<file path="src/rtl/timer_entry_ctrl_pkg.sv">
// timer_pkg: shared types and constants for the timer entry controller.
//   state_t          - controller states (IDLE, ENTRY, RUN, PAUSE)
//   digit_t          - one 4-bit BCD keypad/counter digit
//   TICK_DIV_DEFAULT - default clk cycles per countdown tick
//   is_digit()       - true for a decimal key (0..9)
package timer_pkg;

  typedef enum logic [1:0] {
    ST_IDLE  = 2'd0,
    ST_ENTRY = 2'd1,
    ST_RUN   = 2'd2,
    ST_PAUSE = 2'd3
  } state_t;

  typedef logic [3:0] digit_t;

  localparam int TICK_DIV_DEFAULT = 100;

  function automatic logic is_digit(input digit_t d);
    return (d <= 4'd9);
  endfunction

endpackage

</file>
<file path="src/rtl/timer_entry_ctrl_if.sv">
// timer_entry_if: keypad/button inputs and downstream-counter controls of the
// timer entry controller.
//   master modport - environment side: drives keys, buttons and timer_zero
//   slave modport  - controller side: drives loadn, data_*, en, running,
//                    done and err
interface timer_entry_if;
  import timer_pkg::*;

  logic   digit_valid;
  digit_t digit;
  logic   startn;
  logic   stopn;
  logic   timer_zero;

  logic   loadn;
  digit_t data_min;
  digit_t data_sec_tens;
  digit_t data_sec_ones;
  logic   en;
  logic   running;
  logic   done;
  logic   err;

  modport master (
    output digit_valid, digit, startn, stopn, timer_zero,
    input  loadn, data_min, data_sec_tens, data_sec_ones,
           en, running, done, err
  );

  modport slave (
    input  digit_valid, digit, startn, stopn, timer_zero,
    output loadn, data_min, data_sec_tens, data_sec_ones,
           en, running, done, err
  );

endinterface

</file>
<file path="src/rtl/timer_entry_ctrl_fall_edge_det.sv">
// fall_edge_det: falling-edge event detector for an active-low button.
//   clk    - clock
//   clearn - asynchronous active-low reset
//   din    - raw active-low button level
//   fall   - one-cycle event, derived only from registered samples
// The sample registers reset to 1 (released). The armed flag keeps a button
// that is already held down when reset ends from producing an event: it only
// arms once the button has been seen released.
module fall_edge_det (
  input  logic clk,
  input  logic clearn,
  input  logic din,
  output logic fall
);

  logic in_reg;
  logic prev_reg;
  logic armed_reg;

  always_ff @(posedge clk or negedge clearn) begin
    if (!clearn) begin
      in_reg    <= 1'b1;
      prev_reg  <= 1'b1;
      armed_reg <= 1'b0;
    end else begin
      in_reg    <= din;
      prev_reg  <= in_reg;
      armed_reg <= armed_reg | din;
    end
  end

  assign fall = armed_reg & prev_reg & ~in_reg;

endmodule

</file>
<file path="src/rtl/timer_entry_ctrl.sv">
// timer_entry_ctrl: keypad entry and start/stop control for an mm:ss
// countdown built from external BCD counters.
//   clk         - clock, rising edge
//   clearn      - asynchronous active-low reset
//   bus (slave) - digit_valid/digit keypad strobe, startn/stopn buttons,
//                 timer_zero from the counters; loadn/data_* counter load,
//                 en countdown tick, running, done and err status pulses.
// All outputs are registered; data_* is the entry buffer itself.
module timer_entry_ctrl
  import timer_pkg::*;
#(
  parameter int TICK_DIV = TICK_DIV_DEFAULT
) (
  input logic          clk,
  input logic          clearn,
  timer_entry_if.slave bus
);

  localparam int PW = (TICK_DIV > 2) ? $clog2(TICK_DIV) : 1;
  localparam logic [PW-1:0] PRESC_LAST = PW'(TICK_DIV - 1);

  state_t          state_reg, state_next;
  digit_t          bmin_reg, bmin_next;
  digit_t          btens_reg, btens_next;
  digit_t          bones_reg, bones_next;
  logic [PW-1:0]   presc_reg, presc_next;
  logic            loadn_reg, loadn_next;
  logic            en_reg, en_next;
  logic            done_reg, done_next;
  logic            err_reg, err_next;
  logic            running_reg, running_next;

  // Button event detection: index 0 = start, index 1 = stop.
  logic [1:0] btn_n;
  logic [1:0] btn_fall;
  logic       start_ev;
  logic       stop_ev;

  assign btn_n = {bus.stopn, bus.startn};

  for (genvar gi = 0; gi < 2; gi++) begin : g_btn
    fall_edge_det u_det (
      .clk    (clk),
      .clearn (clearn),
      .din    (btn_n[gi]),
      .fall   (btn_fall[gi])
    );
  end

  assign start_ev = btn_fall[0];
  assign stop_ev  = btn_fall[1];

  logic digit_ok;
  logic buf_zero;

  assign digit_ok = bus.digit_valid && is_digit(bus.digit);
  assign buf_zero = (bmin_reg == 4'd0) && (btens_reg == 4'd0) && (bones_reg == 4'd0);

  always_comb begin
    state_next = state_reg;
    bmin_next  = bmin_reg;
    btens_next = btens_reg;
    bones_next = bones_reg;
    presc_next = presc_reg;
    loadn_next = 1'b1;
    en_next    = 1'b0;
    done_next  = 1'b0;
    err_next   = 1'b0;

    unique case (state_reg)
      ST_IDLE: begin
        if (digit_ok) begin
          bmin_next  = btens_reg;
          btens_next = bones_reg;
          bones_next = bus.digit;
          state_next = ST_ENTRY;
        end
      end

      ST_ENTRY: begin
        // Stop beats start; any button event in this cycle swallows a key.
        if (stop_ev) begin
          bmin_next  = '0;
          btens_next = '0;
          bones_next = '0;
          state_next = ST_IDLE;
        end else if (start_ev) begin
          if (btens_reg > 4'd5) begin
            err_next = 1'b1;
          end else if (!buf_zero) begin
            loadn_next = 1'b0;
            presc_next = '0;
            state_next = ST_RUN;
          end
        end else if (digit_ok) begin
          bmin_next  = btens_reg;
          btens_next = bones_reg;
          bones_next = bus.digit;
        end
      end

      ST_RUN: begin
        // During the load cycle the counters still show their old value, so
        // a stale timer_zero must not end the run before it has begun.
        if (bus.timer_zero && loadn_reg) begin
          done_next  = 1'b1;
          bmin_next  = '0;
          btens_next = '0;
          bones_next = '0;
          state_next = ST_IDLE;
        end else if (stop_ev) begin
          state_next = ST_PAUSE;
        end else begin
          en_next    = (presc_reg == PRESC_LAST);
          presc_next = (presc_reg == PRESC_LAST) ? '0 : presc_reg + PW'(1);
        end
      end

      ST_PAUSE: begin
        if (stop_ev) begin
          // Cancel: reload the counters with zero.
          bmin_next  = '0;
          btens_next = '0;
          bones_next = '0;
          loadn_next = 1'b0;
          state_next = ST_IDLE;
        end else if (start_ev) begin
          state_next = ST_RUN;
        end
      end

      default: state_next = ST_IDLE;
    endcase

    running_next = (state_next == ST_RUN);
  end

  always_ff @(posedge clk or negedge clearn) begin
    if (!clearn) begin
      state_reg   <= ST_IDLE;
      bmin_reg    <= '0;
      btens_reg   <= '0;
      bones_reg   <= '0;
      presc_reg   <= '0;
      loadn_reg   <= 1'b1;
      en_reg      <= 1'b0;
      done_reg    <= 1'b0;
      err_reg     <= 1'b0;
      running_reg <= 1'b0;
    end else begin
      state_reg   <= state_next;
      bmin_reg    <= bmin_next;
      btens_reg   <= btens_next;
      bones_reg   <= bones_next;
      presc_reg   <= presc_next;
      loadn_reg   <= loadn_next;
      en_reg      <= en_next;
      done_reg    <= done_next;
      err_reg     <= err_next;
      running_reg <= running_next;
    end
  end

  assign bus.loadn         = loadn_reg;
  assign bus.data_min      = bmin_reg;
  assign bus.data_sec_tens = btens_reg;
  assign bus.data_sec_ones = bones_reg;
  assign bus.en            = en_reg;
  assign bus.done          = done_reg;
  assign bus.err           = err_reg;
  assign bus.running       = running_reg;

endmodule

</file>
<file path="src/flat_wrapper.sv">
// flat-port wrapper written by rule: the top's interface ports become plain ports
module timer_entry_ctrl_flat import timer_pkg::*;
#(
  parameter int TICK_DIV = TICK_DIV_DEFAULT
)
  (clk, clearn, bus_digit_valid, bus_digit, bus_startn, bus_stopn, bus_timer_zero, bus_loadn, bus_data_min, bus_data_sec_tens, bus_data_sec_ones, bus_en, bus_running, bus_done, bus_err);
  timer_entry_if bus_i ();
  input logic clk;
  input logic clearn;
  input wire logic [$bits(bus_i.digit_valid)-1:0] bus_digit_valid;
  input wire logic [$bits(bus_i.digit)-1:0] bus_digit;
  input wire logic [$bits(bus_i.startn)-1:0] bus_startn;
  input wire logic [$bits(bus_i.stopn)-1:0] bus_stopn;
  input wire logic [$bits(bus_i.timer_zero)-1:0] bus_timer_zero;
  output wire logic [$bits(bus_i.loadn)-1:0] bus_loadn;
  output wire logic [$bits(bus_i.data_min)-1:0] bus_data_min;
  output wire logic [$bits(bus_i.data_sec_tens)-1:0] bus_data_sec_tens;
  output wire logic [$bits(bus_i.data_sec_ones)-1:0] bus_data_sec_ones;
  output wire logic [$bits(bus_i.en)-1:0] bus_en;
  output wire logic [$bits(bus_i.running)-1:0] bus_running;
  output wire logic [$bits(bus_i.done)-1:0] bus_done;
  output wire logic [$bits(bus_i.err)-1:0] bus_err;
  assign bus_i.digit_valid = bus_digit_valid;
  assign bus_i.digit = bus_digit;
  assign bus_i.startn = bus_startn;
  assign bus_i.stopn = bus_stopn;
  assign bus_i.timer_zero = bus_timer_zero;
  assign bus_loadn = bus_i.loadn;
  assign bus_data_min = bus_i.data_min;
  assign bus_data_sec_tens = bus_i.data_sec_tens;
  assign bus_data_sec_ones = bus_i.data_sec_ones;
  assign bus_en = bus_i.en;
  assign bus_running = bus_i.running;
  assign bus_done = bus_i.done;
  assign bus_err = bus_i.err;
  timer_entry_ctrl #(.TICK_DIV(TICK_DIV)) u_core (.clk(clk), .clearn(clearn), .bus(bus_i));
endmodule
</file>
<file path="config.mk">
export PLATFORM = sky130hd
export DESIGN_NAME = timer_entry_ctrl_flat
export DESIGN_NICKNAME = d
export VERILOG_FILES = /design/src/rtl/timer_entry_ctrl_pkg.sv /design/src/rtl/timer_entry_ctrl_if.sv /design/src/rtl/timer_entry_ctrl_fall_edge_det.sv /design/src/rtl/timer_entry_ctrl.sv /design/src/flat_wrapper.sv
export SDC_FILE = /design/constraint.sdc
export NUM_CORES = 1
export LEC_CHECK = 0
export CELL_PAD_IN_SITES_DETAIL_PLACEMENT = 1
export CELL_PAD_IN_SITES_GLOBAL_PLACEMENT = 1
export CORE_ASPECT_RATIO = 0.5
export CORE_MARGIN = 5
export CORE_UTILIZATION = 35
export CTS_CLUSTER_SIZE = 24
export DETAILED_ROUTE_END_ITERATION = 10
export DONT_BUFFER_PORTS = 1
export GPL_TIMING_DRIVEN = 0
export PLACE_DENSITY_LB_ADDON = 0.1
export REMOVE_ABC_BUFFERS = 1
export SLEW_MARGIN = 20
export SYNTH_ARGS = -nofsm -noshare
export SYNTH_HDL_FRONTEND = slang
export SYNTH_SLANG_ARGS = --single-unit
</file>
<file path="constraint.sdc">
create_clock -name clk -period 1.6 [get_ports clk]
set_input_delay 0.24 -clock clk [delete_from_list [all_inputs] [get_ports clk]]
set_output_delay 0.24 -clock clk [all_outputs]
set_load 0.02 [all_outputs]
</file>
After elaboration in Yosys (flattened, before gate mapping)
Cells that the tools add are included.
- muxes and demuxes: 47
- reductions and logical operators: 11
- order comparisons: 2
- bitwise gates (word level): 8
- add/sub/neg operators: 1
- equality and inequality tests: 14
- operator list (cell ; number):
    two-way mux 7 bit ; 7
    case mux 4 bit (4 select lines) ; 3
    two-way mux 4 bit ; 11
    two-way mux 2 bit ; 9
    two-way mux 1 bit ; 14
    inequality test 2 bit (second input constant) ; 7
    case mux 7 bit (2 select lines) ; 1
    logical NOT 4 bit ; 3
    case mux 2 bit (4 select lines) ; 1
    adder 7 x 1 -> 7 bit (second input constant) ; 1
    equality test 7 bit (second input constant) ; 1
    AND reduction 7 bit ; 1
    equality test 2 bit (second input constant) ; 3
    bitwise AND 1 bit ; 4
    > comparator 4 x 3 -> 1 bit (second input constant) ; 1
    <= comparator 4 bit (second input constant) ; 1
    logical AND 1 bit ; 4
    inequality test 3 bit (second input constant) ; 1
    AND reduction 3 bit ; 1
    equality test 2 x 1 -> 1 bit (second input constant) ; 1
    logical NOT 2 bit ; 1
    inequality test 2 x 1 -> 1 bit (second input constant) ; 1
    inverter 1 bit ; 2
    bitwise OR 1 bit ; 2
    other kinds (2) ; 2
- register bits: 32
- output and inout bits: 17

Depth between registers and ports, before layout
- depth after elaboration: 9
- depth in mapped cells: 6
- mapped depth without buffers: 6

By module
From an unflattened synthesis, not the netlist that was laid out.
- cell total of the unflattened synthesis: 144
- area total of the unflattened synthesis: 1514.0 µm²
- modules (own cells, without submodules) (module ; cells an instance ; times used ; area each (µm²)):
    timer_entry_ctrl ; 134 ; 1 ; 1328.8
    fall_edge_det ; 5 ; 2 ; 92.6

Least setup slack after synthesis
No wires, ideal clock.
- path type: register to register
- start: reg u_core.g_btn[1].u_det.in_reg
- end: reg u_core.btens_reg[2] (netlist: u_core.bus.data_sec_tens[2])
- required time: 1.479 ns
- clock period less this slack: 1.539 ns
- buffers on the path: 1
- setup time: 0.121 ns
- stages on the path, launching flop included: 7
- slack: 0.061 ns
- arrival: 1.418 ns
- cells stage by stage: dfstp_2 > nand3b_4 > nand2_1 > o2111ai_2 > buf_6 > mux2i_1 > nor2_1
- longest elaborated chain between the ends: 4
- elaborated cells on any way between the ends: 7
- RTL lines (what ; RTL line ; RTL):
    start, declared ; timer_entry_ctrl_fall_edge_det.sv:16 ; logic in_reg;
    start signal, assigned ; timer_entry_ctrl_fall_edge_det.sv:26 ; in_reg <= din;
    inverter 1 bit * ; timer_entry_ctrl_fall_edge_det.sv:32 ; assign fall = armed_reg & prev_reg & ~in_reg;
    bitwise AND 1 bit * ; timer_entry_ctrl_fall_edge_det.sv:32 ;
    two-way mux 4 bit (tied with other cells) ; timer_entry_ctrl.sv:82 ; if (stop_ev) begin
    case mux 4 bit (4 select lines) or AND reduction 3 bit (tied branches) ; -- ;
    end signal, assigned ; timer_entry_ctrl.sv:153 ; btens_reg <= btens_next;
    end, declared ; timer_entry_ctrl.sv:24 ; digit_t btens_reg, btens_next;
Every way passes the cells marked *; elsewhere a longest branch is shown, timed or not.
A chain may end at the register's enable or synchronous reset.

Final worst setup path
- start: reg u_core.g_btn[0].u_det.prev_reg
- end: reg u_core.presc_reg[6]
- longest elaborated chain between the ends: 4
- RTL lines (what ; RTL line ; RTL):
    start, declared ; timer_entry_ctrl_fall_edge_det.sv:17 ; logic prev_reg;
    start signal, assigned ; timer_entry_ctrl_fall_edge_det.sv:27 ; prev_reg <= in_reg;
    bitwise AND 1 bit (2 in series) ; timer_entry_ctrl_fall_edge_det.sv:32 ;
    inequality test 2 bit (no source line) ; -- ;
    AND reduction 7 bit (no source line) ; -- ;
    end signal, assigned ; timer_entry_ctrl.sv:155 ; presc_reg <= presc_next;
    end, declared ; timer_entry_ctrl.sv:26 ; logic [PW-1:0] presc_reg, presc_next;
No other way between the ends.

==> results.cfg <==
[placement]
pre_cts_ws_ns = -0.467
dp_hpwl_um = 2480
port_buffers = 0
routabilityCongestion = 0.812

[setup_path]
crit_end = u_core.presc_reg[6]$_DFFE_PN0P_
r2r-end = u_core.presc_reg[6]$_DFFE_PN0P_
crit_path_start = u_core.g_btn[0].u_det.prev_reg$_DFF_PN1_
path_max_fanout = 5
critPathKind = register to register
timing.rr.start = u_core.g_btn[0].u_det.prev_reg$_DFF_PN1_
r2r_slack_ns = -0.05
worstPathRequired_ns = 1.81
critPathLaunchType = register
r2r_cells = 5
critPathArrivalTime_ns = 1.86
endpoint_kind = register

[logic_synthesis]
syn_inst = 136
async_reset_ff_share_pct = 100
yosysWarnings = 0
synth_mux_area_share_pct = 7.89
synth-xor-area-share_pct = 0
seq_area_frac_synth_pct = 53.0
ys_types = 37
synth_seq_cells = 32
synth_top_family_by_area = simple AND/OR/NAND/NOR gates
synth.avg_cell_area_sq_um = 11.2
synth_ff_type = dfrtp_1
synth_edf_count = 0
synth_area_sq_um = 1520
synth_compound_area_share_pct = 14.8
synthSimpleGateAreaFrac_pct = 21.4
yosys.area_share.adder_pct = 0.822

[pwr]
power.switching_mw = 1.38
power_density_nw_per_um2 = 1780
pwr-share-seq_pct = 49.3
p_total_mw = 3.35
leakage_nw = 0.807
power_frac_clock_pct = 23.0
swShare_pct = 41.2
vdd_drop_max_uv = 756
share_comb_of_total_power_pct = 27.7
p_int_mw = 1.97

[detailed_routing]
dr.pass1.iters = 4
num_vias = 1113
wire_per_inst_um = 19.0
drc_errors = 0
first_iter_violations = 31
vias_per_cell = 5.48
detail-route-antenna-nets = 0
wl_um = 3850

[clocking]
clock_path_buffers = 2
clkSlewWorstSetupHoldPaths_ns = 0.07
ctsHtreeMaxLevel = 2
cts_root_buf = clkbuf_8
cts.sinks = 32
cts_tree = yes
clock_latency_ns = 0.29
cts_buffers = 5

[global_route]
antenna_found_initial = 0
use_met2_pct = 20.0
grt_usage_pct = 14.6
busiest_layer = met1
grt_max_degree = 33
use_met3_pct = 6.92
grt_pass1_vias = 1197
grt_pass1_wl_um = 6450
use_met1_pct = 20.0
grt.overflow.total = 0

[final_layout]
antennaDiodeCount = 0
layout-drive-gt1-share_pct = 34.2
nets = 159
areaGrowthSynthToFinish_pct = 23.7
largest_reg_flops = 7

[die]
core_area_sq_um = 4040
die-area_sq_um = 5850
start_util_pct = 37.7
die_h_um = 56.6
ioPinCount = 27
die_x_um = 103
num_rows = 16

[timing]
relSlewSlack_pct = 65.4
fin_tns_setup_ns = -0.516
finalSetupViolations = 17
fin_crit_sh_pct = 103
finalClockSkew_ns = 0.00550
worstMarginPinSlew_ns = 0.518
final.setup.worst_slack_ns = -0.0501
rsz0062_at_grt = yes
slew_violations = 0
hold_viol = 0
fmax_mhz = 606
final.min_clock_period_ns = 1.65

[job]
maxCapViolCount = 0

[hold_path]
min_from = bus_startn
hold_path.class = primary input to register

[run_status]
violations = negative setup slack
status = complete, but fails checks
==> critical path, cell delays in order (launching register included) <==
cell and delay [ns]:
dfstp_2 0.53, and3b_2 0.26, nand4_1 0.22, o22ai_2 0.29, a41oi_2 0.14, a21oi_1 0.13
==> routing by layer <==
layer  share of wire (%)  up-vias
met5                   0        -
met4                0.99        0
met3                 7.3        5
met2                  44       25
met1                  48      563
li1                    -      520
==> through the flow <==
| stage | utilization [%] | cells | cell area, sq um | hold slack, ns |
|---|---|---|---|---|
| 6_report | 46.6 | 203 | 1880 | 0.0583 |
| 5_1_grt | 46.6 | 203 | 1880 | 0.0467 |
| 4_1_cts | 45.8 | 202 | 1850 | 0.0493 |
| 3_5_place_dp | 38.6 | 186 | 1560 | -0.0545 |
| 3_3_place_gp | 38.6 | 186 | 1560 | -0.0544 |
| 2_1_floorplan | - | 132 | 1500 | -0.0556 |
==> repair_timing <==
action,4_1_cts,5_1_grt
pin swaps,6,5
hold endpoints to repair,34,0
cloned,1,0
setup endpoints to repair,21,22
hold buffers,4,0
gates resized for setup,27,6
setup buffers,3,1
==> area by class of cell <==
| class | count | area [sq um] |
|---|---|---|
| fillers | 444 | 2160 |
| flip-flops and latches | 32 | 821 |
| multi-input cells | 100 | 791 |
| repair buffers | 8 | 92.6 |
| clock buffers | 6 | 72.6 |
| well taps | 54 | 67.6 |
| clock inverters | 2 | 35.0 |
| inverters | 1 | 3.75 |
==> logic make-up after synthesis <==
family | after synthesis
AOI/OAI and AO/OA | 29
buffers and inverters | 5
adders and majority gates | 1
muxes | 12
and+or+nand+nor | 57
DFF | 32
==> how the worst min path moves through the flow <==
stage	endpoint	slack, ns	cells past startpoint
after detailed placement	u_core.presc_reg[0]$_DFFE_PN0P_	-0.05	0
after global placement	u_core.presc_reg[0]$_DFFE_PN0P_	-0.05	0
after CTS	u_core.g_btn[1].u_det.armed_reg$_DFF_PN0_	0.05	1
final	u_core.g_btn[0].u_det.armed_reg$_DFF_PN0_	0.06	1
after floorplan	u_core.bus.data_min[0]$_DFFE_PN0P_	-0.06	0
after global routing	u_core.g_btn[0].u_det.armed_reg$_DFF_PN0_	0.05	1
==> layout by cell type, fill, tap and decap left out, drive strengths merged, types with 2 or more instances in the layout <==
cell         instances
nand3b               2
nor2                17
mux2i               12
o2bb2ai              4
buf                  5
a311oi               2
o21ai               10
clkbuf               6
nand2b               6
nor4                 5
dlygate4sd3          3
and3                 4
nand2               12
dfstp                5
or2                  2
o22ai                2
nor2b                3
a21oi                6
nand4                2
dfrtp               27
==> power by group through the flow <==
stage          logic [mW]  clock network (mW)  registers (mW)
2_1_floorplan       0.555                   0            1.46
3_3_place_gp        0.653                   0            1.56
3_5_place_dp        0.669                   0            1.57
4_1_cts             0.854               0.792            1.64
5_1_grt              1.03               0.838            1.70
6_report            0.926               0.771            1.65
==> Yosys cell counts (3+ instances only) <==
master | instances | share of area [%]
a21oi_1 | 6 | 2.0
nand2_1 | 10 | 2.5
and3_1 | 4 | 1.6
dfstp_2 | 5 | 8.6
nand2b_1 | 6 | 2.5
dfrtp_1 | 27 | 44
mux2i_1 | 12 | 7.9
o21ai_0 | 10 | 3.3
nor2_1 | 17 | 4.2
o2bb2ai_1 | 4 | 2.3
nor4_2 | 3 | 2.5
nor2b_1 | 3 | 1.2
Power figures use the tool's default switching activity.
